### config.mk
export PLATFORM = sky130hd
export DESIGN_NAME = pipe_skid_stage
export DESIGN_NICKNAME = d
export VERILOG_FILES = /design/src/rtl/pipe_skid_stage_pkg.sv /design/src/rtl/pipe_data_reg.sv /design/src/rtl/pipe_skid_stage.sv
export SDC_FILE = /design/constraint.sdc
export NUM_CORES = 1
export LEC_CHECK = 0
export CAP_MARGIN = 20
export CORE_ASPECT_RATIO = 1.75
export CORE_MARGIN = 2
export CORE_UTILIZATION = 35
export DETAILED_ROUTE_END_ITERATION = 16
export PLACE_DENSITY_LB_ADDON = 0.12
export SKIP_CTS_REPAIR_TIMING = 1
export SLEW_MARGIN = 20
export SYNTH_ARGS = -nofsm -noshare
export SYNTH_HDL_FRONTEND = slang
export SYNTH_SLANG_ARGS = --single-unit
### constraint.sdc
create_clock -name clk -period 2.22 [get_ports clk]
set_input_delay 0.333 -clock clk [delete_from_list [all_inputs] [get_ports clk]]
set_output_delay 0.333 -clock clk [all_outputs]
set_load 0.005 [all_outputs]
### src/rtl/pipe_skid_stage_pkg.sv
// Shared handshake-stage definitions: state width and occupancy encodings.
// Other valid/ready stages import these so occupancy values mean the same everywhere.
package pipe_skid_stage_pkg;

    localparam int unsigned STATE_BITS = 2;

    localparam logic [STATE_BITS-1:0] PIPE_EMPTY = 2'd0;
    localparam logic [STATE_BITS-1:0] PIPE_ONE   = 2'd1;
    localparam logic [STATE_BITS-1:0] PIPE_FULL  = 2'd2;

endpackage

### src/rtl/pipe_data_reg.sv
// Payload register with load enable and asynchronous active-low clear.
module pipe_data_reg #(
    parameter int unsigned DATA_BITS = 32
) (
    input  logic                 clk,
    input  logic                 rst_n,
    input  logic                 load,
    input  logic [DATA_BITS-1:0] d,
    output logic [DATA_BITS-1:0] q
);

    always_ff @(posedge clk or negedge rst_n) begin
        if (!rst_n) begin
            q <= '0;
        end else if (load) begin
            q <= d;
        end
    end

endmodule

### src/rtl/pipe_skid_stage.sv
// Pipeline stage register with valid/ready handshake and a 2-entry skid buffer.
// in_ready, out_valid and occupancy are flop outputs; no combinational ready path.
module pipe_skid_stage
    import pipe_skid_stage_pkg::*;
#(
    parameter int unsigned DATA_BITS = 32
) (
    input  logic                 clk,
    input  logic                 rst_n,
    input  logic                 flush,
    input  logic                 in_valid,
    output logic                 in_ready,
    input  logic [DATA_BITS-1:0] in_data,
    output logic                 out_valid,
    input  logic                 out_ready,
    output logic [DATA_BITS-1:0] out_data,
    output logic [1:0]           occupancy
);

    logic [STATE_BITS-1:0] state;
    logic [STATE_BITS-1:0] state_nxt;
    logic                  in_ready_q;
    logic                  out_valid_q;
    logic                  accept;
    logic                  take;
    logic                  load_main;
    logic                  load_skid;
    logic                  main_from_skid;
    logic [DATA_BITS-1:0]  main_d;
    logic [DATA_BITS-1:0]  main_q;
    logic [DATA_BITS-1:0]  skid_q;

    assign accept = in_valid & in_ready_q;
    assign take   = out_valid_q & out_ready;

    always_comb begin
        state_nxt      = state;
        load_main      = 1'b0;
        load_skid      = 1'b0;
        main_from_skid = 1'b0;
        case (state)
            PIPE_EMPTY: begin
                if (accept) begin
                    state_nxt = PIPE_ONE;
                    load_main = 1'b1;
                end
            end
            PIPE_ONE: begin
                if (accept && take) begin
                    load_main = 1'b1;
                end else if (accept) begin
                    state_nxt = PIPE_FULL;
                    load_skid = 1'b1;
                end else if (take) begin
                    state_nxt = PIPE_EMPTY;
                end
            end
            PIPE_FULL: begin
                if (take) begin
                    state_nxt      = PIPE_ONE;
                    load_main      = 1'b1;
                    main_from_skid = 1'b1;
                end
            end
            default: state_nxt = PIPE_EMPTY;
        endcase
        // Flush drops everything; data registers keep stale contents since they are don't-care once empty.
        if (flush) begin
            state_nxt = PIPE_EMPTY;
            load_main = 1'b0;
            load_skid = 1'b0;
        end
    end

    assign main_d = main_from_skid ? skid_q : in_data;

    always_ff @(posedge clk or negedge rst_n) begin
        if (!rst_n) begin
            state       <= PIPE_EMPTY;
            in_ready_q  <= 1'b1;
            out_valid_q <= 1'b0;
        end else begin
            state       <= state_nxt;
            in_ready_q  <= (state_nxt != PIPE_FULL);
            out_valid_q <= (state_nxt != PIPE_EMPTY);
        end
    end

    pipe_data_reg #(.DATA_BITS(DATA_BITS)) u_main (
        .clk   (clk),
        .rst_n (rst_n),
        .load  (load_main),
        .d     (main_d),
        .q     (main_q)
    );

    pipe_data_reg #(.DATA_BITS(DATA_BITS)) u_skid (
        .clk   (clk),
        .rst_n (rst_n),
        .load  (load_skid),
        .d     (in_data),
        .q     (skid_q)
    );

    assign in_ready  = in_ready_q;
    assign out_valid = out_valid_q;
    assign out_data  = main_q;
    assign occupancy = state;

endmodule
==> qor.csv, run 1 <==
metric;value;unit
grt_pass1_wl;9930;µm
avgSynthCellArea;15.8;µm²
fin_skew;0.00195;ns
fin_cells;391;
cts_sinks;68;
crit_chain;nand3b_1 > a221oi_4 > buf_12 > mux2_2;
cp_max_fo;33;
relSlewSlack;0.751;
startpoint_type;register;
finalHoldViolations;0;
ir_drop;523;µV
hpwl;3870;µm
place_area;3890;µm²
syn_inst;190;
power_leakage;1.74;nW
synth_top_cell_area_share;0.560;
finish.net_count;309;
final_layout_size_suffix_gt1_frac;0.438;
num_rows;44;
ys_seq_elements;68;
avgRoutedWirePerCell;15.1;µm
grt_pass1_vias;2011;
synth_cell_type_count;18;
setup_viol;0;
drt_iter0_drc;54;
reg2reg_setup_slack;0.43;ns
synth_warnings;0;
fmax;0.558;GHz
cap_violations;0;
power_density;1030;nW/µm²
start_util;0.360;
crit_type;register to register;
port_buffers;72;
numCtsBuffers;9;
finalWirelength;5900;µm
end_kind;register;
syn_nets;227;
rsz0062_at_grt;no;
status;complete, no violations;
hp-class;input pin to async pin;
cts_tree;yes;
grt_max_degree;69;
cp.arrival;2.00;ns
path_buf_inv;1;
ys_seq_area_frac;0.569;
htree_levels;3;
first_pass_iters;4;
design_area;4200;µm²
dp.cells;376;
tightest_slew;0.374;ns
die_w;73.9;µm
crit_slowest_cell;dfrtp_1;
area_growth;40.3;%
core;8310;µm²
yosysTopAreaCell;dfrtp_1;
die-area;9340;µm²
period_needed;1.79;ns
critical_path.top_delay_family;flip-flops;
grt.total_usage;0.142;
route.vias.total;1846;
antenna_cells;0;
post-route-period-util;0.808;
grt.overflow.total;0;
syn_area;2990;µm²
synth.area.top_cells;dfrtp_1 56%, mux2_2 35%, buf_6 1.1%, buf_2 1.0%, a221oi_4 0.88%;
avgViaCountPerCell;4.72;
final_max_slew_viol_count;0;
place.gp.congestion;0.725;
cp.required;2.43;ns
cts_buffer_depth;2;
final_antenna_net_count;0;
clk_pin_slew;0.05;ns
clk_latency;0.32;ns
drc_errors;0;
antenna_found_initial;0;
tns;0;ns
chipHeight;126;µm
max_stage_delay;0.46;ns
io_pins;73;
cts_root_buf;clkbuf_16;
final timing paths:
kind,start,endpoint,cells past startpoint
worst max register to register,occupancy[1]$_DFF_PN0_,u_main.q[27]$_DFFE_PN0P_,4
worst min-delay path,rst_n,u_main.q[19]$_DFFE_PN0P_,2
worst min register to register,u_main.q[18]$_DFFE_PN0P_,u_main.q[18]$_DFFE_PN0P_,1
max in group asynchronous,rst_n,in_ready$_DFF_PN1_,2
min in group clk,u_main.q[18]$_DFFE_PN0P_,u_main.q[18]$_DFFE_PN0P_,1
worst max-delay path,occupancy[1]$_DFF_PN0_,u_main.q[27]$_DFFE_PN0P_,4
sequential cells by signal, indices dropped and copies added, names as in the netlist:
name	flops
occupancy	2
u_main.q	32
u_skid.q	32
out_valid	1
in_ready	1
synth_stat cells:
cell,number
a21bo_2,1
nor2_1,1
mux2_1,2
dfrtp_1,67
nand3b_1,2
nand4b_4,1
nand4b_1,1
dfstp_2,1
inv_1,2
a21oi_1,3
mux2_2,94
a21o_1,2
a41o_1,1
nand2_1,1
nand2b_1,1
buf_2,6
a221oi_4,1
buf_6,3
cell families (layout without fill, tap and decap cells):
kind of cell / after synthesis / in the layout / share of synthesized area
multiplexers: 96 / 96 / 0.361
flip-flops: 68 / 68 / 0.569
buffers and inverters: 11 / 97 / 0.0238
AO/OA/AOI/OAI: 8 / 8 / 0.0255
AND/OR/NAND/NOR: 7 / 7 / 0.0205
layer usage:
metal,wire (µm),vias to the layer above,track usage,share of wire
met3,366,12,0.0429,0.062
met2,2940,58,0.225,0.50
met1,2450,914,0.166,0.42
met4,136,0,0.0802,0.023
met5,0,-,0,0
li1,-,862,-,-
placed cells by master (no fill, tap or decap), types with 3 or more instances in the layout:
master           netlist  routed
buf_12                 0       3
dfrtp_1               67      67
buf_4                  0       5
a21oi_1                3       3
clkdlybuf4s50_1        0      71
mux2_2                94      94
clkbuf_8               0       3
clkbuf_16              0       9
area by class of cell:
class | instances | area, µm²
clock buffer | 14 | 274
clock inverter | 1 | 30.0
fill | 727 | 4120
inverter | 2 | 7.51
multi-input combinational | 111 | 1230
sequential | 68 | 1700
tap | 115 | 144
timing repair buffer | 80 | 813
report_power, final:
group / internal [mW] / leakage (nW) / switching (mW)
clock: 0.955 / 0.149 / 0.485
combinational: 0.725 / 0.781 / 0.275
sequential: 1.67 / 0.814 / 0.213
metrics by stage:
step           total power [mW]  utilization  hold slack, ns  setup slack [ns]
2_1_floorplan              2.36            -          0.0374             0.476
3_3_place_gp               2.90        0.468           0.390            0.0959
3_5_place_dp               2.94        0.468           0.390            0.0811
4_1_cts                    4.41        0.505          0.0393             0.407
5_1_grt                    4.60        0.505          0.0630             0.339
6_report                   4.33        0.505          0.0132             0.427
Power figures use the tool's default switching activity.
==> run 2, diff against run 1 <==
clock period = 1.5 ns   (was 2.22 ns; I/O delays follow)
==> run 2 against run 1 <==
The run now ends with setup timing left. Sequential share of layout area down 3.3 points. Worst hold slack improved by 0.43 ns. Die area is the same. Total power grew 52%. Clock skew grew 0.0020 ns. Maximum frequency is 3.0% higher. First-iteration DRC count rose by 9.3%. Global-route usage down 0.067 points. Largest power group unchanged. Register-to-register slack got worse by 0.67 ns.
==> qor.csv, run 2 (synthesis results as in run 1) <==
metric;value;unit;change
regArea;1710;µm²;+0.15%
finalHoldViolations;0;;unchanged
finalWirelength;7020;µm;+19%
setup_viol;65;;+65
hp-class;input pin to async pin;;
cts_root_buf;clkbuf_16;;
htree_levels;3;;unchanged
port_buffers;72;;unchanged
nFillCells;686;;-5.6%
hpwl;4240;µm;+9.6%
first_pass_iters;4;;unchanged
cts_sinks;68;;unchanged
route.vias.total;1923;;+4.2%
cp_max_fo;6;;-82%
final_max_slew_viol_count;0;;unchanged
io_pins;73;;unchanged
startpoint_type;register;;
relSlewSlack;0.753;;+0.00199
grt_max_degree;69;;unchanged
crit_start;occupancy[1]$_DFF_PN0_;;
area_growth;52.9;%;
power_leakage;1.99;nW;+14%
antenna_found_initial;0;;unchanged
design_area;4580;µm²;+9.0%
clk_pin_slew;0.05;ns;about the same
avgRoutedWirePerCell;17.1;µm;+13%
cap_violations;0;;unchanged
period_needed;1.74;ns;-0.0525 ns
drc_errors;0;;unchanged
fin_skew;0.00400;ns;+0.00204 ns
finish.net_count;327;;+5.8%
cts_tree;yes;;
worstReg2RegStart;occupancy[1]$_DFF_PN0_;;
num_rows;44;;unchanged
cts_buffer_depth;2;;unchanged
rsz0062_at_grt;yes;;
total_power;6.56;mW;+52%
chipHeight;126;µm;unchanged
hold-worst-slack;0.447;ns;+0.434 ns
power_density;1430;nW/µm²;+39%
die_w;73.9;µm;unchanged
grt_pass1_wl;9760;µm;-1.7%
drt_iter0_drc;59;;+9.3%
grt.overflow.total;0;;unchanged
violations;setup timing;;
status;finished with violations;;
antenna_cells;0;;unchanged
final_layout_size_suffix_gt1_frac;0.478;;+0.0396
place.gp.congestion;0.783;;+7.9%
worst_slack;-0.240;ns;-0.667 ns
tightest_slew;0.371;ns;-0.00299 ns
die-area;9340;µm²;unchanged
grt_pass1_vias;2024;;+0.65%
end_kind;register;;
place_area;3960;µm²;+1.7%
ir_drop;724;µV;+39%
cp.required;1.71;ns;-0.72 ns
layout_common_cells;68 x mux2_2, 68 x clkdlybuf4s50_1, 65 x dfrtp_1;;
fin_cells;410;;+4.9%
post-route-period-util;1.16;;+0.353
start_util;0.360;;unchanged
multi_input_area;1330;µm²;+8.3%
fmax;0.575;GHz;+3.0%
crit_type;register to register;;
clk_latency;0.32;ns;about the same
avgViaCountPerCell;4.69;;-0.66%
cp.arrival;1.95;ns;-0.05 ns
dp.cells;383;;+1.9%
core;8310;µm²;unchanged
grt.total_usage;0.141;;-0.000671
final_antenna_net_count;0;;unchanged
numCtsBuffers;9;;unchanged
-- run 2: cell count changes in the layout (fill, tap and decap cells not counted), sizes merged --
cell / change
bufinv: -1
clkdlybuf4s50: -3
dlymetal6s2s: +3
dlygate4sd3: +1
buf: +12
clkinv: +1
clkbuf: +6
-- run 2: layer usage --
| metal | share of wire | up-vias | track usage |
|---|---|---|---|
| met4 | 0.013 | 0 | 0.0578 |
| met2 | 0.55 | 54 | 0.242 |
| li1 | - | 893 | - |
| met1 | 0.39 | 969 | 0.155 |
| met3 | 0.044 | 7 | 0.0500 |
| met5 | 0 | - | 0 |
-- run 2: final timing paths --
kind,end,slack (ns),cells after the start
setup reg to reg,u_main.q[31]$_DFFE_PN0P_,-0.24,5
min in group clk,u_main.q[18]$_DFFE_PN0P_,0.49,1
hold / removal,u_skid.q[19]$_DFFE_PN0P_,0.45,3
setup / recovery,u_main.q[31]$_DFFE_PN0P_,-0.24,5
hold reg to reg,u_main.q[18]$_DFFE_PN0P_,0.49,1
max in group asynchronous,in_ready$_DFF_PN1_,0.72,3
-- run 2: through the flow --
step                      worst slack (ns)  utilization  setup TNS, ns
after floorplan                     -0.207            -          -6.14
after global placement              -0.509        0.477         -29.49
after detailed placement            -0.530        0.477         -30.24
after CTS                           -0.238        0.511         -13.62
after global routing                -0.291        0.551         -16.90
final                               -0.240        0.551         -13.93
-- run 2: layout make-up --
| cell class | instances | area share |
|---|---|---|
| Multi-Input combinational cell | 111 | 0.290 |
| Clock inverter | 1 | 0.00109 |
| Clock buffer | 15 | 0.0607 |
| Tap cell | 115 | 0.0314 |
| Sequential cell | 68 | 0.373 |
| Timing Repair Buffer | 98 | 0.242 |
| Inverter | 2 | 0.00164 |
-- run 2: critical path: stages, from the launching register on --
cell	delay (ns)
dfrtp_2	0.43
nand3b_1	0.21
a221oi_4	0.34
buf_12	0.18
clkbuf_16	0.16
mux2_4	0.29
-- run 2: power by group --
group	leakage, nW	total (mW)	switching, mW	internal, mW
logic	1.04	1.77	0.480	1.29
registers	0.811	2.81	0.326	2.48
clock network	0.140	1.99	0.733	1.25
==> run 3, diff against run 2 <==
CTS_CLUSTER_DIAMETER = 200   (was not set)
PLACE_DENSITY_LB_ADDON = 0.05   (was 0.12)
==> run 3 against run 2 <==
The run still ends with setup timing left. Global-route usage shrank 0.28 points. Register-to-register slack gained 0.03 ns. Cell count shrank 1.7%. Clock skew is essentially flat. Clock-buffer cell count shrank 1. Maximum frequency grew 1.7%. Sequential power is essentially flat. Non-clock buffer count shrank 6. Via count shrank 2.4%.
==> qor.csv, run 3 (synthesis results as in run 1) <==
metric;value;unit;change
hold-worst-slack;0.445;ns;-0.00206 ns
grt-busiest-layer;met2;;
fin_cells;403;;-1.7%
p_sw_frac;0.226;;-0.00853
cap_violations;0;;unchanged
clk_latency;0.33;ns;about the same
hp-class;input pin to async pin;;
power_density;1500;nW/µm²;+4.6%
final_common_cell;mux2_2;;
port_buffers;72;;unchanged
cp.required;1.71;ns;about the same
max_stage_delay;0.43;ns;about the same
finalWirelength;6120;µm;-13%
finalHoldViolations;0;;unchanged
p_int;5.11;mW;+1.7%
chipHeight;126;µm;unchanged
final_layout_size_suffix_gt1_frac;0.472;;-0.00574
start_util;0.360;;unchanged
grt_pass1_wl;9660;µm;-1.1%
tightest_slew;0.369;ns;-0.00163 ns
antenna_found_initial;0;;unchanged
cp_max_fo;17;;+11
core;8310;µm²;unchanged
cp.arrival;1.92;ns;-0.03 ns
die_w;73.9;µm;unchanged
met2_usage;0.215;;-0.0268
setup_viol;65;;unchanged
status;finished with violations;;
cts_tree;yes;;
power_switching;1.49;mW;-3.1%
first_pass_iters;5;;+1
tns;-11.82;ns;+2.11 ns
p_clk_frac;0.325;;+0.022
htree_levels;3;;unchanged
relSlewSlack;0.754;;+0.00108
final_max_slew_viol_count;0;;unchanged
grt.total_usage;0.138;;-0.00283
avgRoutedWirePerCell;15.2;µm;-11%
fmax;0.584;GHz;+1.7%
drc_errors;0;;unchanged
post-route-period-util;1.14;;-0.0193
grt.overflow.total;0;;unchanged
layout_common_cells;77 x mux2_2, 68 x clkdlybuf4s50_1, 64 x dfrtp_1;;
dp.cells;387;;+1.0%
grt_pass1_vias;1927;;-4.8%
finish.net_count;321;;-1.8%
cts_root_buf;clkbuf_16;;
power_leakage;1.90;nW;-4.9%
worst_slack;-0.211;ns;+0.0290 ns
place_area;4000;µm²;+1.1%
total_power;6.60;mW;+0.56%
power_frac_seq;0.424;;-0.004
hpwl;4020;µm;-5.1%
clk_pin_slew;0.05;ns;about the same
final_antenna_net_count;0;;unchanged
area_growth;47.1;%;
grt_max_degree;69;;unchanged
die-area;9340;µm²;unchanged
crit_chain;nand3b_1 > a221oi_4 > buf_12 > mux2_2;;
design_area;4400;µm²;-3.8%
numCtsBuffers;9;;unchanged
cts_buffer_depth;2;;unchanged
critical_path.top_delay_family;flip-flops;;
crit_slowest_cell;dfrtp_2;;
rsz0062_at_grt;yes;;
drt_iter0_drc;67;;+14%
cts_sinks;68;;unchanged
path_buf_inv;1;;-1
num_rows;44;;unchanged
route.vias.total;1877;;-2.4%
use_met3;0.0373;;-0.0127
startpoint_type;register;;
ir_drop;775;µV;+7.0%
fin_skew;0.00392;ns;-0.0000731 ns
io_pins;73;;unchanged
avgViaCountPerCell;4.66;;-0.70%
antenna_cells;0;;unchanged
p_comb_frac;0.252;;-0.018
place.gp.congestion;0.729;;-6.8%
use_met1;0.166;;+0.0115
period_needed;1.71;ns;-0.0290 ns
violations;setup timing;;
crit_type;register to register;;
end_kind;register;;
## run 3: worst register-to-register path, cell delays in order, from the launching register on
cell and delay [ns]:
dfrtp_2 0.43, nand3b_1 0.20, a221oi_4 0.39, buf_12 0.21, mux2_2 0.36
## run 3: worst paths after layout
check                      slack [ns]  depth (start not counted)                     start                       end
setup / recovery                -0.21                          4    occupancy[1]$_DFF_PN0_   u_main.q[9]$_DFFE_PN0P_
hold / removal                   0.44                          3                     rst_n  u_main.q[18]$_DFFE_PN0P_
setup reg to reg                -0.21                          4    occupancy[1]$_DFF_PN0_   u_main.q[9]$_DFFE_PN0P_
hold reg to reg                  0.50                          1  u_skid.q[22]$_DFFE_PN0P_  u_skid.q[22]$_DFFE_PN0P_
max in group asynchronous        0.73                          3                     rst_n        in_ready$_DFF_PN1_
min in group clk                 0.50                          1  u_skid.q[22]$_DFFE_PN0P_  u_skid.q[22]$_DFFE_PN0P_
## run 3: layout make-up
type,count,area [µm²]
inverters,2,7.51
fillers,752,3910
repair buffers,92,946
clock inverters,1,30.0
multi-input cells,111,1290
flip-flops and latches,68,1710
well taps,115,144
clock buffers,14,274
## run 3: layer usage
metal  vias to the layer above  part of all wire
li1                        879                 -
met1                       932              0.44
met2                        53              0.48
met3                        13             0.058
met4                         0             0.027
met5                         -                 0
## run 3: power by group through the flow
stage                     logic (mW)  registers (mW)  clock network [mW]
after global routing            1.78            2.89                2.28
after CTS                       1.58            2.80                2.20
after detailed placement        1.57            2.83                   0
final                           1.66            2.79                2.14
after floorplan                0.717            2.78                   0
after global placement          1.54            2.81                   0
## run 3: per-stage QoR
step                      setup slack [ns]   util
final                               -0.211  0.530
after global routing                -0.270  0.530
after CTS                           -0.223  0.518
after detailed placement            -0.518  0.482
after global placement              -0.502  0.482
after floorplan                     -0.207      -
